$ cat config.mk
export PLATFORM = sky130hd
export DESIGN_NAME = sdram_port_scheduler_flat
export DESIGN_NICKNAME = d
export VERILOG_FILES = /design/src/rtl/sdram_port_scheduler_if.sv /design/src/rtl/sdram_port_scheduler.sv /design/src/flat_wrapper.sv
export SDC_FILE = /design/constraint.sdc
export NUM_CORES = 1
export LEC_CHECK = 0
export BUFFER_PORTS_ARGS = -buffer_cell sky130_fd_sc_hd__buf_2
export CORE_UTILIZATION = 45
export DETAILED_ROUTE_END_ITERATION = 10
export PLACE_DENSITY = 0.68
export SKIP_LAST_GASP = 1
export SYNTH_ARGS = -nofsm -noshare
export SYNTH_HDL_FRONTEND = slang
export SYNTH_SLANG_ARGS = --single-unit
$ cat constraint.sdc
create_clock -name CLK -period 9.9 [get_ports CLK]
set_input_delay 0.99 -clock CLK [delete_from_list [all_inputs] [get_ports CLK]]
set_output_delay 0.99 -clock CLK [all_outputs]
set_load 0.01 [all_outputs]
$ cat src/rtl/sdram_port_scheduler_if.sv
// Port-request and grant bundle between the SDRAM front end and the port scheduler.
interface sdram_port_scheduler_if #(
  parameter int unsigned ASIZE = 22,
  parameter int unsigned LSIZE = 9
);
  logic [3:0]         REQ;
  logic [3:0]         LOAD;
  logic [4*ASIZE-1:0] BASE;
  logic [4*ASIZE-1:0] MAX;
  logic [4*LSIZE-1:0] LENGTH;
  logic               REF_PENDING;
  logic               DONE;
  logic [3:0]         GRANT;
  logic               START;
  logic               RW;
  logic [ASIZE-1:0]   ADDR;
  logic [LSIZE-1:0]   BLEN;
  logic               ERR;

  modport master (
    output REQ, LOAD, BASE, MAX, LENGTH, REF_PENDING, DONE,
    input  GRANT, START, RW, ADDR, BLEN, ERR
  );

  modport slave (
    input  REQ, LOAD, BASE, MAX, LENGTH, REF_PENDING, DONE,
    output GRANT, START, RW, ADDR, BLEN, ERR
  );
endinterface

$ cat src/rtl/sdram_port_scheduler.sv
// Round-robin scheduler for two read and two write SDRAM ports with per-port
// wrapping address pointers and a transfer watchdog.
module sdram_port_scheduler #(
  parameter int unsigned ASIZE   = 22,
  parameter int unsigned LSIZE   = 9,
  parameter int unsigned TIMEOUT = 1023
) (
  input logic                    CLK,
  input logic                    RESET_N,
  sdram_port_scheduler_if.slave  bus
);

  localparam int unsigned NPORT = 4;
  localparam int unsigned WDW   = $clog2(TIMEOUT + 1);

  typedef enum logic [1:0] {S_IDLE, S_BUSY, S_RECOVER} state_t;

  state_t           state_q, state_d;
  logic [1:0]       ptr_q, ptr_d;
  logic [1:0]       g_q, g_d;
  logic             armed_q;
  logic [WDW-1:0]   wd_q, wd_d;
  logic [3:0]       grant_q, grant_d;
  logic             start_q, start_d;
  logic             rw_q, rw_d;
  logic [ASIZE-1:0] addr_q, addr_d;
  logic [LSIZE-1:0] blen_q, blen_d;
  logic             err_q, err_d;

  logic [ASIZE-1:0] base_a   [NPORT];
  logic [ASIZE-1:0] max_a    [NPORT];
  logic [LSIZE-1:0] length_a [NPORT];
  logic [ASIZE-1:0] cur_addr [NPORT];
  logic [LSIZE-1:0] len      [NPORT];

  logic [3:0]       elig;
  logic [1:0]       idx;
  logic [1:0]       win;
  logic             found;
  logic             launch;
  logic             done_ev;
  logic             timeout_hit;
  logic [ASIZE-1:0] len_ext;
  logic [ASIZE-1:0] wrap_lim;
  logic [ASIZE-1:0] adv_addr;

  // Unpack the per-port configuration buses
  for (genvar gi = 0; gi < NPORT; gi++) begin : g_unpack
    assign base_a[gi]   = bus.BASE[gi*ASIZE +: ASIZE];
    assign max_a[gi]    = bus.MAX[gi*ASIZE +: ASIZE];
    assign length_a[gi] = bus.LENGTH[gi*LSIZE +: LSIZE];
  end

  // Round-robin search from ptr over eligible ports
  always_comb begin
    elig  = '0;
    idx   = '0;
    win   = '0;
    found = 1'b0;
    for (int unsigned i = 0; i < NPORT; i++) begin
      elig[i] = bus.REQ[i] & ~bus.LOAD[i] & (len[i] != '0);
    end
    for (int unsigned k = 0; k < NPORT; k++) begin
      idx = ptr_q + 2'(k);
      if (!found && elig[idx]) begin
        found = 1'b1;
        win   = idx;
      end
    end
  end

  assign launch      = (state_q == S_IDLE) && armed_q && !bus.REF_PENDING && found;
  assign done_ev     = (state_q == S_BUSY) && bus.DONE;
  assign timeout_hit = (wd_q == WDW'(TIMEOUT - 1));

  // Next burst address of the granted port; wraps to BASE at the limit
  always_comb begin
    len_ext  = ASIZE'(len[g_q]);
    wrap_lim = max_a[g_q] - len_ext;
    adv_addr = (cur_addr[g_q] < wrap_lim) ? (cur_addr[g_q] + len_ext) : base_a[g_q];
  end

  // State register
  always_ff @(posedge CLK or negedge RESET_N) begin
    if (!RESET_N) begin
      state_q <= S_IDLE;
    end else begin
      state_q <= state_d;
    end
  end

  // Next-state logic; DONE takes precedence over a coincident timeout
  always_comb begin
    state_d = state_q;
    case (state_q)
      S_IDLE:    if (launch) state_d = S_BUSY;
      S_BUSY: begin
        if (bus.DONE)         state_d = S_IDLE;
        else if (timeout_hit) state_d = S_RECOVER;
      end
      S_RECOVER: state_d = S_IDLE;
      default:   state_d = S_IDLE;
    endcase
  end

  // Output and datapath next values
  always_comb begin
    grant_d = grant_q;
    start_d = 1'b0;
    err_d   = 1'b0;
    rw_d    = rw_q;
    addr_d  = addr_q;
    blen_d  = blen_q;
    wd_d    = wd_q;
    ptr_d   = ptr_q;
    g_d     = g_q;
    case (state_q)
      S_IDLE: begin
        if (launch) begin
          grant_d = 4'(1) << win;
          start_d = 1'b1;
          rw_d    = win[1];
          addr_d  = cur_addr[win];
          blen_d  = len[win];
          wd_d    = '0;
          g_d     = win;
        end
      end
      S_BUSY: begin
        wd_d = wd_q + WDW'(1);
        if (bus.DONE) begin
          grant_d = '0;
          ptr_d   = g_q + 2'(1);
        end else if (timeout_hit) begin
          grant_d = '0;
          err_d   = 1'b1;
          ptr_d   = g_q + 2'(1);
        end
      end
      default: ;
    endcase
  end

  // Registered outputs and control; armed_q delays the first grant after reset
  always_ff @(posedge CLK or negedge RESET_N) begin
    if (!RESET_N) begin
      ptr_q   <= '0;
      g_q     <= '0;
      armed_q <= 1'b0;
      wd_q    <= '0;
      grant_q <= '0;
      start_q <= 1'b0;
      rw_q    <= 1'b0;
      addr_q  <= '0;
      blen_q  <= '0;
      err_q   <= 1'b0;
    end else begin
      ptr_q   <= ptr_d;
      g_q     <= g_d;
      armed_q <= 1'b1;
      wd_q    <= wd_d;
      grant_q <= grant_d;
      start_q <= start_d;
      rw_q    <= rw_d;
      addr_q  <= addr_d;
      blen_q  <= blen_d;
      err_q   <= err_d;
    end
  end

  // Per-port address/length registers; LOAD overrides the post-DONE advance
  always_ff @(posedge CLK or negedge RESET_N) begin
    if (!RESET_N) begin
      for (int unsigned i = 0; i < NPORT; i++) begin
        cur_addr[i] <= '0;
        len[i]      <= LSIZE'(128);
      end
    end else begin
      for (int unsigned i = 0; i < NPORT; i++) begin
        if (bus.LOAD[i]) begin
          cur_addr[i] <= base_a[i];
          len[i]      <= length_a[i];
        end else if (done_ev && (g_q == 2'(i))) begin
          cur_addr[i] <= adv_addr;
        end
      end
    end
  end

  assign bus.GRANT = grant_q;
  assign bus.START = start_q;
  assign bus.RW    = rw_q;
  assign bus.ADDR  = addr_q;
  assign bus.BLEN  = blen_q;
  assign bus.ERR   = err_q;

endmodule
$ cat src/flat_wrapper.sv
// flat-port wrapper written by rule: the top's interface ports become plain ports
module sdram_port_scheduler_flat 
#(
  parameter int unsigned ASIZE   = 22,
  parameter int unsigned LSIZE   = 9,
  parameter int unsigned TIMEOUT = 1023
)
  (CLK, RESET_N, bus_REQ, bus_LOAD, bus_BASE, bus_MAX, bus_LENGTH, bus_REF_PENDING, bus_DONE, bus_GRANT, bus_START, bus_RW, bus_ADDR, bus_BLEN, bus_ERR);
  sdram_port_scheduler_if #(.ASIZE(ASIZE), .LSIZE(LSIZE)) bus_i ();
  input logic CLK;
  input logic RESET_N;
  input wire logic [$bits(bus_i.REQ)-1:0] bus_REQ;
  input wire logic [$bits(bus_i.LOAD)-1:0] bus_LOAD;
  input wire logic [$bits(bus_i.BASE)-1:0] bus_BASE;
  input wire logic [$bits(bus_i.MAX)-1:0] bus_MAX;
  input wire logic [$bits(bus_i.LENGTH)-1:0] bus_LENGTH;
  input wire logic [$bits(bus_i.REF_PENDING)-1:0] bus_REF_PENDING;
  input wire logic [$bits(bus_i.DONE)-1:0] bus_DONE;
  output wire logic [$bits(bus_i.GRANT)-1:0] bus_GRANT;
  output wire logic [$bits(bus_i.START)-1:0] bus_START;
  output wire logic [$bits(bus_i.RW)-1:0] bus_RW;
  output wire logic [$bits(bus_i.ADDR)-1:0] bus_ADDR;
  output wire logic [$bits(bus_i.BLEN)-1:0] bus_BLEN;
  output wire logic [$bits(bus_i.ERR)-1:0] bus_ERR;
  assign bus_i.REQ = bus_REQ;
  assign bus_i.LOAD = bus_LOAD;
  assign bus_i.BASE = bus_BASE;
  assign bus_i.MAX = bus_MAX;
  assign bus_i.LENGTH = bus_LENGTH;
  assign bus_i.REF_PENDING = bus_REF_PENDING;
  assign bus_i.DONE = bus_DONE;
  assign bus_GRANT = bus_i.GRANT;
  assign bus_START = bus_i.START;
  assign bus_RW = bus_i.RW;
  assign bus_ADDR = bus_i.ADDR;
  assign bus_BLEN = bus_i.BLEN;
  assign bus_ERR = bus_i.ERR;
  sdram_port_scheduler #(.ASIZE(ASIZE), .LSIZE(LSIZE), .TIMEOUT(TIMEOUT)) u_core (.CLK(CLK), .RESET_N(RESET_N), .bus(bus_i));
endmodule
==> flow_results.org <==
** Clock network
- Gates resized during post-CTS repair numbered 0.
- In this run the number of H-tree levels came out at 4.
- The clock passes through at most 2 buffers.
- Number of clock sinks :: 178
- Once the clock tree was built, the setup fixing pass inserted 0 buffers.
- For this design, the CTS-stage hold fixing added 0 buffers.
- CTS placed an instance of sky130_fd_sc_hd__clkbuf_16 at the clock tree root.
- Insertion delay to the later sink of the worst-skew pair :: roughly 0.44 ns
- TritonCTS built the clock tree.
- Clock input transition at the sequential cells of the worst setup and hold paths :: 0.07 ns
- Counting the buffers created by CTS gives 17.

** GRT
- In this run the most used layer during global routing was met2.
- Summed over all layers, the global routing overflow is 0.
- Global routing usage summed across all routing layers :: 30.30%
- Met3 usage in global routing :: 7.288%
- Met2 capacity usage during global routing :: 46.61%
- Maximum number of pins on one net before global-route repair :: 110
- Global-route wire length before repair :: 60490 µm
- For met1 alone, demand over resource in global routing was 40.99%.
- The initial antenna violation count was 4.
- The via count of the first global-routing pass was 10523.

** Timing
- Endpoints failing setup :: 0
- Max Freq :: 0.1443 GHz
- Final hold vios :: 0
- The final number of max-transition violations was 0.
- Setup repair after global routing left no endpoint under its margin.
- The worst path uses around 70% of the clock period.
- Total negative setup slack :: 0 ns
- Post-layout min period :: 6.930 ns
- In this run the tightest slew margin relative to its limit is 5.715%.
- Between clock sinks in the finished design, the worst skew comes to between 0.015 and 0.02 ns.
- For the pin with the worst max-slew slack, the measured transition is 1.409 ns.

** Routing
- Detailed-route vias per instance :: between 6 and 7
- Average wire per cell in the routed design :: approximately 25 µm
- The routed design has a little over 40000 µm of wire.
- Starting DRT DRC Count :: 1062
- Once detail routing completed, the nets flagged for antenna violations numbered 0.
- Number of iterations in the first detailed-routing pass :: 5
- Number of vias in the routed layout :: 10794
- Remaining routing DRC violations :: 0

** Logic synthesis
- In the synthesized netlist the async set-or-reset flop fraction comes to 100.0%.
- After synthesis, the share of cell area in mux cells is 24.50%.
- After Yosys synthesis, XOR and XNOR cells account for 2.607% of the synthesized area.
- Yosys warnings :: 0
- The synthesized netlist contains 63 unique library cells.
- After synthesis the netlist holds a flip-flop and latch count of 178.
- Count of flip-flops with a built-in enable after synthesis :: 0
- In the synthesized netlist, the number of instances is 1077.
- Each instance of the synthesized netlist takes up on average 10.92 µm².
- Sequential-to-total area share from yosys stat :: 37.92%
- The number of nets in the synthesized netlist is 1348.
- Area fraction in and, or, nand and nor cells after synthesis :: 8.895%
- Compound-gate portion of the synthesized area :: 17.45%
- In the synthesized netlist the dominant register cell turns out to be sky130_fd_sc_hd__dfrtp_1.
- Summing every instance area after synthesis gives 11760 µm².
- By area, the combinational part of the netlist is dominated by multiplexers.
- After Yosys synthesis, full adders, half adders and majority gates account for 5.128% of the synthesized area.

** Critical path
- Kind of critical path :: register to register
- Req. time, crit path :: 10.15 ns
- Startpoint kind of the worst setup timing path :: register
- Start point of the critical path :: u_core.g_q[0]$_DFFE_PN0P_
- Data arrives at the worst endpoint at 7.18 ns.
- The startpoint identified for the worst register-to-register timing path is u_core.g_q[0]$_DFFE_PN0P_.
- Crit path max fanout :: 40
- Length in cells of the worst reg-to-reg path :: 16
- Setup slack on the worst reg-to-reg path comes out at 2.97 ns.
- Critical path endpoint :: u_core.cur_addr[7]$_DFFE_PN0P_
- The worst register-to-register path ends at u_core.cur_addr[7]$_DFFE_PN0P_.
- The worst setup path is captured at a register.

** Min path
- Hold/Removal Path Class :: register to register

** Die
- Floorplan die area :: between 20000 and 30000 µm²
- Effective utilization at floorplan :: between 40% and 50%
- The core region is 25400 µm².
- The floorplan step set the die width to 163.7 µm.
- around 260 I/O pins were placed.
- The die is 163.7 µm tall.
- The floorplan has 58 rows.

** Placed design
- Port Buffer Count :: about 260
- Total placed cells including tap cells :: 1605
- Placer's final routability congestion estimate :: 0.9106
- After detailed placement, the total cell area comes to 13300 µm².
- Post-DP HPWL :: 28080 µm

** Pwr
- Standby leakage power :: 6.137 nW
- Power spread over the standard cell area amounts to 263.8 nW/µm².
- IR analysis of the VDD net gives a maximum drop of 134.2 µV.
- Overall power consumption :: around 3.7 mW

** Status
- Result of the run :: complete, no violations

** Flow run
- Across the run, the number of max-cap violations was 0.

** Finish
- Cell area after layout :: 13930 µm²
- Leaving out fill and tap cells, the most frequent cell in the layout is sky130_fd_sc_hd__buf_2.
- Highest-count cells in the layout ignoring fill and taps :: sky130_fd_sc_hd__buf_2, sky130_fd_sc_hd__dfrtp_1, sky130_fd_sc_hd__a21oi_1
- Utilization after layout :: 54.85%
- Syn-to-layout area delta :: 18.46%
- Proportion of layout cells with a drive suffix above 1 :: 33.13%
- Fill cells in the final layout number 2262.
- Post-route non-filler standard cell count :: 1641
- Nets@finish :: 1565
cells in the mapped netlist (6+ instances only):
cell type | number | area share, %
sky130_fd_sc_hd__dfrtp_1 | 174 | 37
sky130_fd_sc_hd__a21oi_1 | 80 | 3.4
sky130_fd_sc_hd__mux2i_1 | 76 | 6.5
sky130_fd_sc_hd__mux4_2 | 74 | 14
sky130_fd_sc_hd__nand2_1 | 61 | 1.9
sky130_fd_sc_hd__clkbuf_1 | 57 | 1.8
sky130_fd_sc_hd__nor2_1 | 46 | 1.5
sky130_fd_sc_hd__o22ai_1 | 46 | 2.4
sky130_fd_sc_hd__ha_1 | 45 | 4.8
sky130_fd_sc_hd__o221ai_1 | 41 | 3.1
sky130_fd_sc_hd__mux2_2 | 38 | 3.6
sky130_fd_sc_hd__a22oi_1 | 29 | 1.9
sky130_fd_sc_hd__inv_1 | 28 | 0.89
sky130_fd_sc_hd__o21ai_0 | 27 | 1.1
sky130_fd_sc_hd__nor3_1 | 22 | 0.94
sky130_fd_sc_hd__o21ai_1 | 22 | 0.94
sky130_fd_sc_hd__xnor2_1 | 22 | 1.6
sky130_fd_sc_hd__o31ai_1 | 20 | 1.3
sky130_fd_sc_hd__nand3_1 | 17 | 0.72
sky130_fd_sc_hd__xor2_1 | 13 | 0.97
sky130_fd_sc_hd__a211oi_1 | 10 | 0.64
sky130_fd_sc_hd__or4_1 | 10 | 0.64
sky130_fd_sc_hd__nor4_1 | 9 | 0.48
sky130_fd_sc_hd__buf_2 | 8 | 0.34
sky130_fd_sc_hd__nand4_1 | 8 | 0.43
sky130_fd_sc_hd__nor2b_1 | 8 | 0.43
sky130_fd_sc_hd__a31oi_1 | 6 | 0.32
sky130_fd_sc_hd__buf_1 | 6 | 0.19
sky130_fd_sc_hd__o22a_1 | 6 | 0.45
layer usage:
metal  wire [µm]  vias up
li1            -     4655
met1       16090     5282
met2       18630      749
met3        4656      108
met4        1298        0
met5           0        -
cell type report:
type,instances,area (µm²),share of cell area (%)
Multi-Input combinational cell,795,6917,49.65
Sequential cell,178,4467,32.06
Tap cell,330,412.9,2.964
Antenna cell,4,10.01,0.07185
Clock buffer,19,452.9,3.251
Clock inverter,13,171.4,1.230
Timing Repair Buffer,270,1380,9.907
Inverter,32,120.1,0.8622
critical path, cell delays in order (launching register included):
cell and delay [ns]:
sky130_fd_sc_hd__dfrtp_4 0.89, sky130_fd_sc_hd__mux4_2 0.60, sky130_fd_sc_hd__ha_1 0.26, sky130_fd_sc_hd__nor4_4 0.31, sky130_fd_sc_hd__or4b_4 0.52, sky130_fd_sc_hd__or3_4 0.36, sky130_fd_sc_hd__or4_4 0.50, sky130_fd_sc_hd__nor3_2 0.19
sky130_fd_sc_hd__xnor2_1 0.15, sky130_fd_sc_hd__ha_1 0.28, sky130_fd_sc_hd__a21oi_1 0.12, sky130_fd_sc_hd__o21ai_0 0.13, sky130_fd_sc_hd__nor3_1 0.23, sky130_fd_sc_hd__and3_1 0.55, sky130_fd_sc_hd__or2_1 1.01, sky130_fd_sc_hd__mux2i_1 0.48
sky130_fd_sc_hd__a21oi_1 0.13
per-stage QoR:
step | hold WS [ns] | setup slack [ns]
3_3_place_gp | 0.4638 | 3.193
4_1_cts | 0.4808 | 3.080
6_report | 0.4789 | 2.970
3_5_place_dp | 0.4700 | 3.093
5_1_grt | 0.5028 | 2.662
2_1_floorplan | 0.4447 | 2.851
cells by family after synthesis:
| logic type | after synthesis |
|---|---|
| AO/OA/AOI/OAI | 314 |
| AND/OR/NAND/NOR | 209 |
| flip-flops | 178 |
| buffers and inverters | 104 |
| XOR/XNOR | 35 |
| adder cells (fa/ha/maj) | 47 |
| other | 1 |
| multiplexers | 189 |
how the worst min path moves through the flow:
| stage | start | end | cells after the start |
|---|---|---|---|
| detailed placement | u_core.bus.ADDR[20]$_DFFE_PN0P_ | u_core.bus.ADDR[20]$_DFFE_PN0P_ | 2 |
| global route | u_core.bus.ADDR[20]$_DFFE_PN0P_ | u_core.bus.ADDR[20]$_DFFE_PN0P_ | 2 |
| global placement | u_core.wd_q[8]$_DFFE_PN0P_ | u_core.wd_q[8]$_DFFE_PN0P_ | 1 |
| finish | u_core.wd_q[6]$_DFFE_PN0P_ | u_core.wd_q[6]$_DFFE_PN0P_ | 1 |
| floorplan | u_core.wd_q[6]$_DFFE_PN0P_ | u_core.wd_q[6]$_DFFE_PN0P_ | 1 |
| CTS | u_core.wd_q[6]$_DFFE_PN0P_ | u_core.wd_q[6]$_DFFE_PN0P_ | 1 |
sequential cells by signal, indices dropped and copies added (netlist names):
name              count
u_core.cur_addr      88
u_core.bus.START      1
u_core.wd_q          10
u_core.armed_q        1
u_core.bus.BLEN       9
u_core.state_q        2
u_core.bus.GRANT      4
u_core.bus.ADDR      22
u_core.bus.ERR        1
u_core.ptr_q          2
u_core.len           36
u_core.g_q            2
power by group:
| part | switching (mW) | total, mW | internal [mW] |
|---|---|---|---|
| combinational | 1.14 | 1.92 | 0.785 |
| clock | 0.314 | 0.731 | 0.417 |
| sequential | 0.165 | 1.02 | 0.858 |
Power figures use the tool's default switching activity.
